[config.mk]
export PLATFORM = sky130hd
export DESIGN_NAME = csh_cyc_sequencer_flat
export DESIGN_NICKNAME = d
export VERILOG_FILES = /design/src/rtl/csh_pkg.sv /design/src/rtl/csh_cyc_sequencer_if.sv /design/src/rtl/csh_cyc_prio_enc.sv /design/src/rtl/csh_cyc_sequencer.sv /design/src/flat_wrapper.sv
export SDC_FILE = /design/constraint.sdc
export NUM_CORES = 1
export LEC_CHECK = 0
export ABC_AREA = 1
export BUFFER_PORTS_ARGS = -buffer_cell sky130_fd_sc_hd__buf_2
export CAP_MARGIN = 10
export CORE_UTILIZATION = 40
export DETAILED_ROUTE_END_ITERATION = 7
export GPL_TIMING_DRIVEN = 0
export PLACE_DENSITY = 0.69
export SYNTH_ARGS = -nofsm -noshare
export SYNTH_HDL_FRONTEND = slang
export SYNTH_SLANG_ARGS = --single-unit
[constraint.sdc]
create_clock -name clk_csh_h -period 3.3 [get_ports clk_csh_h]
set_clock_uncertainty 0.15 [all_clocks]
set_input_delay 0.495 -clock clk_csh_h [delete_from_list [all_inputs] [get_ports clk_csh_h]]
set_output_delay 0.495 -clock clk_csh_h [all_outputs]
set_load 0.05 [all_outputs]
[src/rtl/csh_pkg.sv]
// CSH cache cycle sequencer: shared types and constants.
// States, requester bit positions and the one-hot grant type.
package csh_pkg;

    typedef enum logic [2:0] {
        IDLE,
        T_RUN,
        MEMRQ,
        MEMWT,
        FILL
    } csh_state_t;

    localparam int REQ_EBOX = 0;
    localparam int REQ_CHAN = 1;
    localparam int REQ_MB   = 2;
    localparam int REQ_CCA  = 3;

    localparam int SWEEP_AW = 7;

    typedef logic [3:0] grant_t;

endpackage

[src/rtl/csh_cyc_sequencer_if.sv]
// CSH sequencer request/status bundle.
// master drives requests and memory status; slave is the sequencer.
interface csh_cyc_sequencer_if;
    import csh_pkg::*;

    logic                ebox_req_h;
    logic                ebox_cyc_abort_h;
    logic                chan_req_h;
    logic                mb_req_h;
    logic                cca_req_h;
    logic                any_valid_match_h;
    logic                core_busy_h;
    logic                core_data_valid_h;
    grant_t              grant_h;
    logic [2:0]          t_phase_h;
    logic                core_rd_rq_h;
    logic                cyc_done_h;
    logic                ready_to_go_h;
    logic                mem_tmo_h;
    logic [SWEEP_AW-1:0] sweep_adr_h;
    logic                sweep_done_h;

    modport master (
        output ebox_req_h, ebox_cyc_abort_h, chan_req_h, mb_req_h,
        output cca_req_h, any_valid_match_h, core_busy_h,
        output core_data_valid_h,
        input  grant_h, t_phase_h, core_rd_rq_h, cyc_done_h,
        input  ready_to_go_h, mem_tmo_h, sweep_adr_h, sweep_done_h
    );

    modport slave (
        input  ebox_req_h, ebox_cyc_abort_h, chan_req_h, mb_req_h,
        input  cca_req_h, any_valid_match_h, core_busy_h,
        input  core_data_valid_h,
        output grant_h, t_phase_h, core_rd_rq_h, cyc_done_h,
        output ready_to_go_h, mem_tmo_h, sweep_adr_h, sweep_done_h
    );

endinterface

[src/rtl/csh_cyc_prio_enc.sv]
// Fixed-priority requester encoder: chan > mb > cca > ebox.
// Produces a one-hot grant, all zero when nothing requests.
module csh_cyc_prio_enc
    import csh_pkg::*;
(
    input  grant_t req,
    output grant_t gnt
);

    // Pick the highest-priority active requester
    always_comb begin
        gnt = '0;
        if (req[REQ_CHAN])
            gnt[REQ_CHAN] = 1'b1;
        else if (req[REQ_MB])
            gnt[REQ_MB] = 1'b1;
        else if (req[REQ_CCA])
            gnt[REQ_CCA] = 1'b1;
        else if (req[REQ_EBOX])
            gnt[REQ_EBOX] = 1'b1;
    end

endmodule

[src/rtl/csh_cyc_sequencer.sv]
// CSH cache cycle arbiter/sequencer: grant, T-phases, miss fill.
// Define CSH_CCA_SWEEP_EN to enable CCA grants and the sweep counter.
module csh_cyc_sequencer
    import csh_pkg::*;
#(
    parameter int T_LAST      = 3,
    parameter int MEM_TMO     = 64,
    parameter int SWEEP_LINES = 128
)
(
    input logic clk_csh_h,
    input logic mr_reset_l,
    csh_cyc_sequencer_if.slave bus
);

    localparam int TW = $clog2(MEM_TMO);

`ifdef CSH_CCA_SWEEP_EN
    localparam bit CCA_EN = 1'b1;
`else
    localparam bit CCA_EN = 1'b0;
`endif

    csh_state_t    state;
    logic [2:0]    phase;
    grant_t        grant;
    logic [TW-1:0] tmo_cnt;
    logic          tmo;

    grant_t req_vec;
    grant_t enc_gnt;
    logic   ready;
    logic   abort_ok;
    logic   miss_go;
    logic   hit_end;
    logic   tmo_hit;

    assign req_vec = {bus.cca_req_h & CCA_EN, bus.mb_req_h,
                      bus.chan_req_h, bus.ebox_req_h};

    csh_cyc_prio_enc u_enc (
        .req (req_vec),
        .gnt (enc_gnt)
    );

    // Reset is folded in so every output reads 0 while it is held
    assign ready = mr_reset_l && state == IDLE && !bus.core_busy_h;

    assign abort_ok = state == T_RUN && grant[REQ_EBOX]
                   && phase <= 3'd1 && bus.ebox_cyc_abort_h;

    // Only ebox and chan cycles can miss; mb/cca always run to T_LAST
    assign miss_go = state == T_RUN && phase == 3'd1 && !abort_ok
                  && !bus.any_valid_match_h
                  && (grant[REQ_EBOX] || grant[REQ_CHAN]);

    assign hit_end = state == T_RUN && phase == 3'(T_LAST)
                  && !abort_ok && !miss_go;

    // Data arriving on the final wait clock beats the timeout
    assign tmo_hit = state == MEMWT && !bus.core_data_valid_h
                  && tmo_cnt == TW'(MEM_TMO - 1);

    assign bus.grant_h       = grant;
    assign bus.t_phase_h     = phase;
    assign bus.core_rd_rq_h  = state == MEMRQ && !bus.core_busy_h;
    assign bus.cyc_done_h    = hit_end || state == FILL || tmo_hit;
    assign bus.ready_to_go_h = ready;
    assign bus.mem_tmo_h     = tmo;

    // Cycle state machine with phase and memory-timeout counters
    always_ff @(posedge clk_csh_h) begin
        if (!mr_reset_l) begin
            state   <= IDLE;
            phase   <= '0;
            grant   <= '0;
            tmo_cnt <= '0;
            tmo     <= 1'b0;
        end else begin
            case (state)
                IDLE: begin
                    if (ready && req_vec != '0) begin
                        state <= T_RUN;
                        grant <= enc_gnt;
                        phase <= '0;
                    end
                end
                T_RUN: begin
                    if (abort_ok || hit_end) begin
                        state <= IDLE;
                        grant <= '0;
                        phase <= '0;
                    end else if (miss_go) begin
                        state <= MEMRQ;
                    end else begin
                        phase <= phase + 3'd1;
                    end
                end
                MEMRQ: begin
                    if (!bus.core_busy_h) begin
                        state   <= MEMWT;
                        tmo_cnt <= '0;
                    end
                end
                MEMWT: begin
                    if (bus.core_data_valid_h) begin
                        state <= FILL;
                    end else if (tmo_hit) begin
                        tmo   <= 1'b1;
                        state <= IDLE;
                        grant <= '0;
                        phase <= '0;
                    end else begin
                        tmo_cnt <= tmo_cnt + TW'(1);
                    end
                end
                FILL: begin
                    state <= IDLE;
                    grant <= '0;
                    phase <= '0;
                end
                default: begin
                    state <= IDLE;
                    grant <= '0;
                    phase <= '0;
                end
            endcase
        end
    end

`ifdef CSH_CCA_SWEEP_EN
    localparam logic [SWEEP_AW-1:0] SW_LAST = SWEEP_AW'(SWEEP_LINES - 1);

    logic [SWEEP_AW-1:0] sweep_adr;
    logic                cca_end;

    assign cca_end          = hit_end && grant[REQ_CCA];
    assign bus.sweep_adr_h  = sweep_adr;
    assign bus.sweep_done_h = cca_end && sweep_adr == SW_LAST;

    // Advance the swept line in the last clock of each CCA cycle
    always_ff @(posedge clk_csh_h) begin
        if (!mr_reset_l)
            sweep_adr <= '0;
        else if (cca_end)
            sweep_adr <= (sweep_adr == SW_LAST) ? '0
                       : sweep_adr + SWEEP_AW'(1);
    end
`else
    assign bus.sweep_adr_h  = '0;
    assign bus.sweep_done_h = 1'b0;
`endif

endmodule

[src/flat_wrapper.sv]
// flat-port wrapper written by rule: the top's interface ports become plain ports
module csh_cyc_sequencer_flat import csh_pkg::*;
#(
    parameter int T_LAST      = 3,
    parameter int MEM_TMO     = 64,
    parameter int SWEEP_LINES = 128
)
  (clk_csh_h, mr_reset_l, bus_ebox_req_h, bus_ebox_cyc_abort_h, bus_chan_req_h, bus_mb_req_h, bus_cca_req_h, bus_any_valid_match_h, bus_core_busy_h, bus_core_data_valid_h, bus_grant_h, bus_t_phase_h, bus_core_rd_rq_h, bus_cyc_done_h, bus_ready_to_go_h, bus_mem_tmo_h, bus_sweep_adr_h, bus_sweep_done_h);
  csh_cyc_sequencer_if bus_i ();
  input logic clk_csh_h;
  input logic mr_reset_l;
  input wire logic [$bits(bus_i.ebox_req_h)-1:0] bus_ebox_req_h;
  input wire logic [$bits(bus_i.ebox_cyc_abort_h)-1:0] bus_ebox_cyc_abort_h;
  input wire logic [$bits(bus_i.chan_req_h)-1:0] bus_chan_req_h;
  input wire logic [$bits(bus_i.mb_req_h)-1:0] bus_mb_req_h;
  input wire logic [$bits(bus_i.cca_req_h)-1:0] bus_cca_req_h;
  input wire logic [$bits(bus_i.any_valid_match_h)-1:0] bus_any_valid_match_h;
  input wire logic [$bits(bus_i.core_busy_h)-1:0] bus_core_busy_h;
  input wire logic [$bits(bus_i.core_data_valid_h)-1:0] bus_core_data_valid_h;
  output wire logic [$bits(bus_i.grant_h)-1:0] bus_grant_h;
  output wire logic [$bits(bus_i.t_phase_h)-1:0] bus_t_phase_h;
  output wire logic [$bits(bus_i.core_rd_rq_h)-1:0] bus_core_rd_rq_h;
  output wire logic [$bits(bus_i.cyc_done_h)-1:0] bus_cyc_done_h;
  output wire logic [$bits(bus_i.ready_to_go_h)-1:0] bus_ready_to_go_h;
  output wire logic [$bits(bus_i.mem_tmo_h)-1:0] bus_mem_tmo_h;
  output wire logic [$bits(bus_i.sweep_adr_h)-1:0] bus_sweep_adr_h;
  output wire logic [$bits(bus_i.sweep_done_h)-1:0] bus_sweep_done_h;
  assign bus_i.ebox_req_h = bus_ebox_req_h;
  assign bus_i.ebox_cyc_abort_h = bus_ebox_cyc_abort_h;
  assign bus_i.chan_req_h = bus_chan_req_h;
  assign bus_i.mb_req_h = bus_mb_req_h;
  assign bus_i.cca_req_h = bus_cca_req_h;
  assign bus_i.any_valid_match_h = bus_any_valid_match_h;
  assign bus_i.core_busy_h = bus_core_busy_h;
  assign bus_i.core_data_valid_h = bus_core_data_valid_h;
  assign bus_grant_h = bus_i.grant_h;
  assign bus_t_phase_h = bus_i.t_phase_h;
  assign bus_core_rd_rq_h = bus_i.core_rd_rq_h;
  assign bus_cyc_done_h = bus_i.cyc_done_h;
  assign bus_ready_to_go_h = bus_i.ready_to_go_h;
  assign bus_mem_tmo_h = bus_i.mem_tmo_h;
  assign bus_sweep_adr_h = bus_i.sweep_adr_h;
  assign bus_sweep_done_h = bus_i.sweep_done_h;
  csh_cyc_sequencer #(.T_LAST(T_LAST), .MEM_TMO(MEM_TMO), .SWEEP_LINES(SWEEP_LINES)) u_core (.clk_csh_h(clk_csh_h), .mr_reset_l(mr_reset_l), .bus(bus_i));
endmodule
# --- After elaboration in Yosys (flattened, before gate mapping) ---
# Index checks and enable logic that the tools add are counted.
totals:
  wordCells: 86
  output_inout_bits: 19
  reg_bits: 17
op_classes:
  eq_ne: 16
  reduce_logical: 33
  magnitude_cmp: 1
  mux: 27
  n_bitwise: 2
  addsub: 2
op_table:
  columns: ["op", "count"]
  rows:
  - ["3-bit 2-to-1 mux", 10]
  - ["3-bit one-hot mux with 4 select lines", 2]
  - ["6-bit 2-to-1 mux", 3]
  - ["1-bit logical AND", 16]
  - ["4-bit 2-to-1 mux", 4]
  - ["4-bit one-hot mux with 4 select lines", 1]
  - ["6-bit one-hot mux with 2 select lines", 1]
  - ["2-bit inequality test (second input constant)", 5]
  - ["5-bit AND reduction", 2]
  - ["3-bit by 2-bit equality test with 1-bit output (second input constant)", 3]
  - ["4-bit AND reduction", 2]
  - ["6-bit by 1-bit adder with 6-bit output (second input constant)", 1]
  - ["3-bit by 1-bit equality test with 1-bit output (second input constant)", 2]
  - ["6-bit equality test (second input constant)", 1]
  - ["1-bit 2-to-1 mux", 6]
  - ["3-bit by 2-bit inequality test with 1-bit output (second input constant)", 2]
  - ["1-bit logical NOT", 5]
  - ["1-bit logical OR", 4]
  - ["4-bit nonzero test", 1]
  - ["3-bit by 1-bit adder with 3-bit output (second input constant)", 1]
  - ["3-bit equality test (second input constant)", 1]
  - ["3-bit by 1-bit <= comparator with 1-bit output (second input constant)", 1]
  - ["3-bit logical NOT", 1]
  - ["3-bit inequality test (second input constant)", 1]
  - ["other kinds (4)", 5]

# --- Logic depth before layout (Yosys ltp) ---
logic_depth:
  ltp_word: 13
  ltp_mapped: 12
  depth_no_buf: 12

# --- Cells and area by module ---
# From an unflattened synthesis, not the netlist that was laid out.
unflattened:
  hier_cells: 185
  hier_area_um2: 1168.6
modules_own_cells:
  columns: ["module", "instances", "area_per_inst_um2", "cells_each", "seq_area_each_um2"]
  rows:
  - ["csh_cyc_sequencer", 1, 1131.1, 176, 340.3]
  - ["csh_cyc_prio_enc", 1, 37.5, 9, 0.0]

# --- Least setup slack after synthesis ---
# OpenSTA, ideal clock, no wires.
synth_timing:
  kind: "reg-to-output"
  startpoint: "reg u_core.state[2]"
  endpoint: "out bus_cyc_done_h"
  n_path_buf: 0
  required_time_ns: 2.655
  setup_slack_ns: 0.358
  arrival_time_ns: 2.297
  stages_incl_launch_ff: 3
  cell_sequence: "dfxtp_1 inv_1 o311ai_0"
synth_via:
  elab_chain_len: 12
synth_lines:
  columns: ["item", "line", "source"]
  rows:
  - ["from (decl)", "csh_cyc_sequencer.sv:24", "csh_state_t state;"]
  - ["from (signal assigned)", "csh_cyc_sequencer.sv:74", "state <= IDLE;"]
  - ["from (signal assigned)", "csh_cyc_sequencer.sv:83", "state <= T_RUN;"]
  - ["from (signal assigned)", "csh_cyc_sequencer.sv:90", "state <= IDLE;"]
  - ["3-bit by 1-bit equality test with 1-bit output", "csh_cyc_sequencer.sv:49, csh_cyc_sequencer.sv:53, csh_cyc_sequencer.sv:57", null]
  - ["1-bit logical AND", "csh_cyc_sequencer.sv:49", "assign abort_ok = state == T_RUN && grant[REQ_EBOX]"]
  - ["1-bit logical AND (2 in series)", "csh_cyc_sequencer.sv:50", "&& phase <= 3'd1 && bus.ebox_cyc_abort_h;"]
  - ["1-bit logical NOT", "csh_cyc_sequencer.sv:53, csh_cyc_sequencer.sv:58", null]
  - ["1-bit logical AND", "csh_cyc_sequencer.sv:53", "assign miss_go = state == T_RUN && phase == 3'd1 && !abort_ok"]
  - ["1-bit logical AND", "csh_cyc_sequencer.sv:54", "&& !bus.any_valid_match_h"]
  - ["1-bit logical AND", "csh_cyc_sequencer.sv:55", "&& (grant[REQ_EBOX] || grant[REQ_CHAN]);"]
  - ["1-bit logical NOT", "csh_cyc_sequencer.sv:58", "&& !abort_ok && !miss_go;"]
  - ["1-bit logical AND", "csh_cyc_sequencer.sv:58", null]
  - ["1-bit logical OR", "csh_cyc_sequencer.sv:67", "assign bus.cyc_done_h = hit_end || state == FILL || tmo_hit;"]
  - ["1-bit logical OR *", "csh_cyc_sequencer.sv:67", null]
  - ["to (decl)", "flat_wrapper.sv:23", "output wire logic [$bits(bus_i.cyc_done_h)-1:0] bus_cyc_done_h;"]
# Mark *: on every way between the ends. The rest lies on a longest branch, timed or not.

# --- Final worst setup path ---
layout_timing:
  startpoint: "reg u_core.tmo_cnt[1]"
  endpoint: "out bus_cyc_done_h"
layout_via:
  elab_chain_len: 3
layout_lines:
  columns: ["item", "line", "source"]
  rows:
  - ["from (decl)", "csh_cyc_sequencer.sv:27", "logic [TW-1:0] tmo_cnt;"]
  - ["from (signal assigned)", "csh_cyc_sequencer.sv:114", "tmo_cnt <= tmo_cnt + TW'(1);"]
  - ["6-bit equality test", "csh_cyc_sequencer.sv:62", "&& tmo_cnt == TW'(MEM_TMO - 1);"]
  - ["1-bit logical AND", "csh_cyc_sequencer.sv:62", null]
  - ["1-bit logical OR", "csh_cyc_sequencer.sv:67", null]
# Every way passes these cells.

==> flow_summary_export.csv <==
group,metric,value,unit
global_route,grt_pass1_wl,3640,um
synthesis,synth_top_cells_by_count,"nand2_1 (53), nor2_1 (28), inv_1 (24)",
clocking,cts_buffers,3,
layout,layout-drive-gt1-share,20.9,%
clocking,cts_tree,"yes",
timing,finalCritPeriodShare,73.4,%
synthesis,synth_top_area_share,28.1,%
synthesis,synth_sequential_area_ratio,28.1,%
die,die_w,55.4,um
clocking,clock_network_latency_to_the_later_pin_of_the_worst_skew_pair,0.30,ns
setup_path,crit_start,"u_core.tmo_cnt[1]",
setup_path,critical_path.reg2reg.startpoint,"u_core.bus.t_phase_h[0]",
global_route,grt_antenna_before_repair,0,
layout,area_growth,16.7,%
routing,drt-wirelength-per-cell,8.73,um
die,ios,29,
timing,grt_setup_unrepaired,"no",
synthesis,netlist_top_cells_area,"dfxtp_1 (28%), nand2_1 (17%), nor2_1 (9.2%)",
power_and_ir_drop,cellPowerDensity,695,mW/mm^2
die,die_height,55.4,um
setup_path,worst_ep_arrival_time,1.78,ns
die,die_outline_area,0.00307,mm^2
timing,fin_ws,0.879,ns
placement,gp_congestion,0.831,
min_path,holdCritPathClass,"input pin to flip-flop",
synthesis,synth_top_cell_by_area,"dfxtp_1",
setup_path,critical_path.cell_chain,"ha_1 -> nand3_1 -> nor2_2 -> nand2_1 -> o311ai_0 -> buf_2",
global_route,grt_pass1_vias,893,
synthesis,post-synth-top-count-cell,"nand2_1",
synthesis,synth_cell_type_count,27,
placement,place.port_buffers,17,
clocking,worst_setup_hold_path_clk_slew,0.10,ns
timing,maxClockFrequency,413,MHz
setup_path,crit_path_top_delay_cell,"dfxtp_1",
run,maxCapViolCount,0,
placement,post-place-cells,238,
layout,stdcell_count,242,
layout,postLayoutCellArea,0.00133,mm^2
setup_path,cp_num_buf_inv,1,
synthesis,synth.ff_latch_count,16,
global_route,global_route.usage.total,14.9,%
setup_path,worst_setup_path_end_kind,"primary output",
synthesis,post_synthesis_mean_instance_area,6.27,um^2
setup_path,crit_path_max_incr_delay,0.36,ns
routing,dr_total_vias,1084,
die,core-area,0.00273,mm^2
synthesis,syn-cell-area,0.00114,mm^2
synthesis,synth_flop_cell,"dfxtp_1",
setup_path,crit_family,"simple AND/OR/NAND/NOR gates",
global_route,grt.overflow.total,0,
placement,place.detailed.hpwl,1680,um
clocking,clock_path_buffers,2,
routing,drt.antenna.violating_nets,0,
placement,detailedPlace.worstSlack,1.20,ns
power_and_ir_drop,leakage,0.679,nW
timing,totalNegativeSetupSlack,0,ns
setup_path,crit_path_max_fanout,3,
setup_path,timing.setup.critical_path_class,"flip-flop to primary output",
min_path,worstHoldStart,"bus_ebox_req_h",
clocking,clock-root-buffer,"clkbuf_4",
setup_path,crit_path_start_kind,"flip-flop",
clocking,post_cts_resize_count,0,
die,core.rowCount,19,
routing,viasPerCell,4.48,
routing,route.detailed.drc,0,
timing,final_period_minus_worst_setup_slack,2.42,ns
layout,num-fill-cells,290,
timing,final_setup_violation_count,0,
placement,dpl_cell_area,0.00129,mm^2
routing,finalWirelength,2110,um
power_and_ir_drop,p_total,0.926,mW
synthesis,synthesis.instances,182,
layout,finish.net_count,226,
routing,detail_route.iter0.violations,31,
outcome,run_status,"finished, final reports clean",
setup_path,cp.required,2.65,ns
power_and_ir_drop,max-vdd-ir-drop,0.549,mV
clocking,cts_sinks,16,
clocking,clock_tree.htree_level_count,1,
routing,drt_pass1_iterations,4,
synthesis,ffs_w_async_s_r_synth,0,%
clocking,post_cts_buffers,0,
clocking,holdBufCountCts,0,
timing,finalHoldViolCount,0,
global_route,largest_net_degree_at_the_start_of_global_routing,11,
synthesis,ys_warn_count,0,
timing,slew_violations,0,
layout,num_antenna_cells,0,
synthesis,number_of_enable_type_register_cells_in_the_synthesized_netlist,0,
die,initial_core_util,41.7,%
## worst paths after layout
check / slack, ns / endpoint / depth (start not counted)
max: 0.88 / bus_cyc_done_h / 6
min: 0.29 / u_core.bus.grant_h[0] / 3
max reg2reg: 1.50 / u_core.bus.grant_h[2] / 10
min reg2reg: 0.30 / u_core.bus.mem_tmo_h / 2
## through the flow
step | hold slack (ns) | util, %
2_1_floorplan | 0.308 | -
3_3_place_gp | 0.285 | 47.4
3_5_place_dp | 0.291 | 47.4
4_1_cts | 0.272 | 48.7
5_1_grt | 0.299 | 48.7
6_report | 0.286 | 48.7
## cell usage in the layout (no fill, tap or decap), types with 4 or more instances in the layout
| cell type | Yosys | final |
|---|---|---|
| nand3_1 | 5 | 5 |
| dfxtp_1 | 16 | 16 |
| a21oi_1 | 11 | 11 |
| buf_2 | 0 | 17 |
| buf_4 | 10 | 10 |
| ha_1 | 4 | 4 |
| conb_1 | 1 | 9 |
| nor2_1 | 28 | 28 |
| inv_1 | 24 | 24 |
| nand2_1 | 53 | 53 |
## flip-flops by register name (all words and copies together), names as in the netlist
register	count
u_core.tmo_cnt	6
u_core.bus.mem_tmo_h	1
u_core.state	3
u_core.bus.grant_h	3
u_core.bus.t_phase_h	3
## routing by layer
metal / vias up / global-route usage [%] / wire [um] / share of wire [%]
met5: - / 0 / 0 / 0
met4: 0 / 10.4 / 50 / 2.4
met3: 5 / 1.41 / 65 / 3.1
met2: 22 / 22.2 / 939 / 44
met1: 456 / 20.3 / 1060 / 50
li1: 601 / - / - / -
## logic make-up after synthesis
| group | Yosys count | synth area share (%) |
|---|---|---|
| AOI/OAI and AO/OA | 17 | 8.99 |
| xor gates and xnor gates | 2 | 1.54 |
| adders and majority gates | 4 | 4.39 |
| buffers and inverters | 38 | 15.8 |
| DFF | 16 | 28.1 |
| other | 1 | 0.329 |
| and+or+nand+nor | 104 | 40.9 |
## tightest hold or removal path, cell delays in order
cell     delay [ns]
buf_2          0.09
a21oi_1        0.05
nor2_1         0.07
## area by class of cell
type	instances	area [um^2]	share of cell area [%]
Sequential cell	16	320	24.1
Inverter	27	101	7.61
Clock buffer	4	36.3	2.73
Multi-Input combinational cell	136	671	50.4
Tap cell	31	38.8	2.91
Buffer	11	78.8	5.92
Timing Repair Buffer	17	85.1	6.39
## report_power, final
group / internal [mW] / leakage (nW) / total [mW] / switching (mW)
logic: 0.155 / 0.527 / 0.519 / 0.365
clock network: 0.0674 / 0.0210 / 0.138 / 0.0706
registers: 0.230 / 0.130 / 0.268 / 0.0387
total: 0.452 / 0.679 / 0.926 / 0.474
No activity file was read; power rests on OpenSTA's default activity.
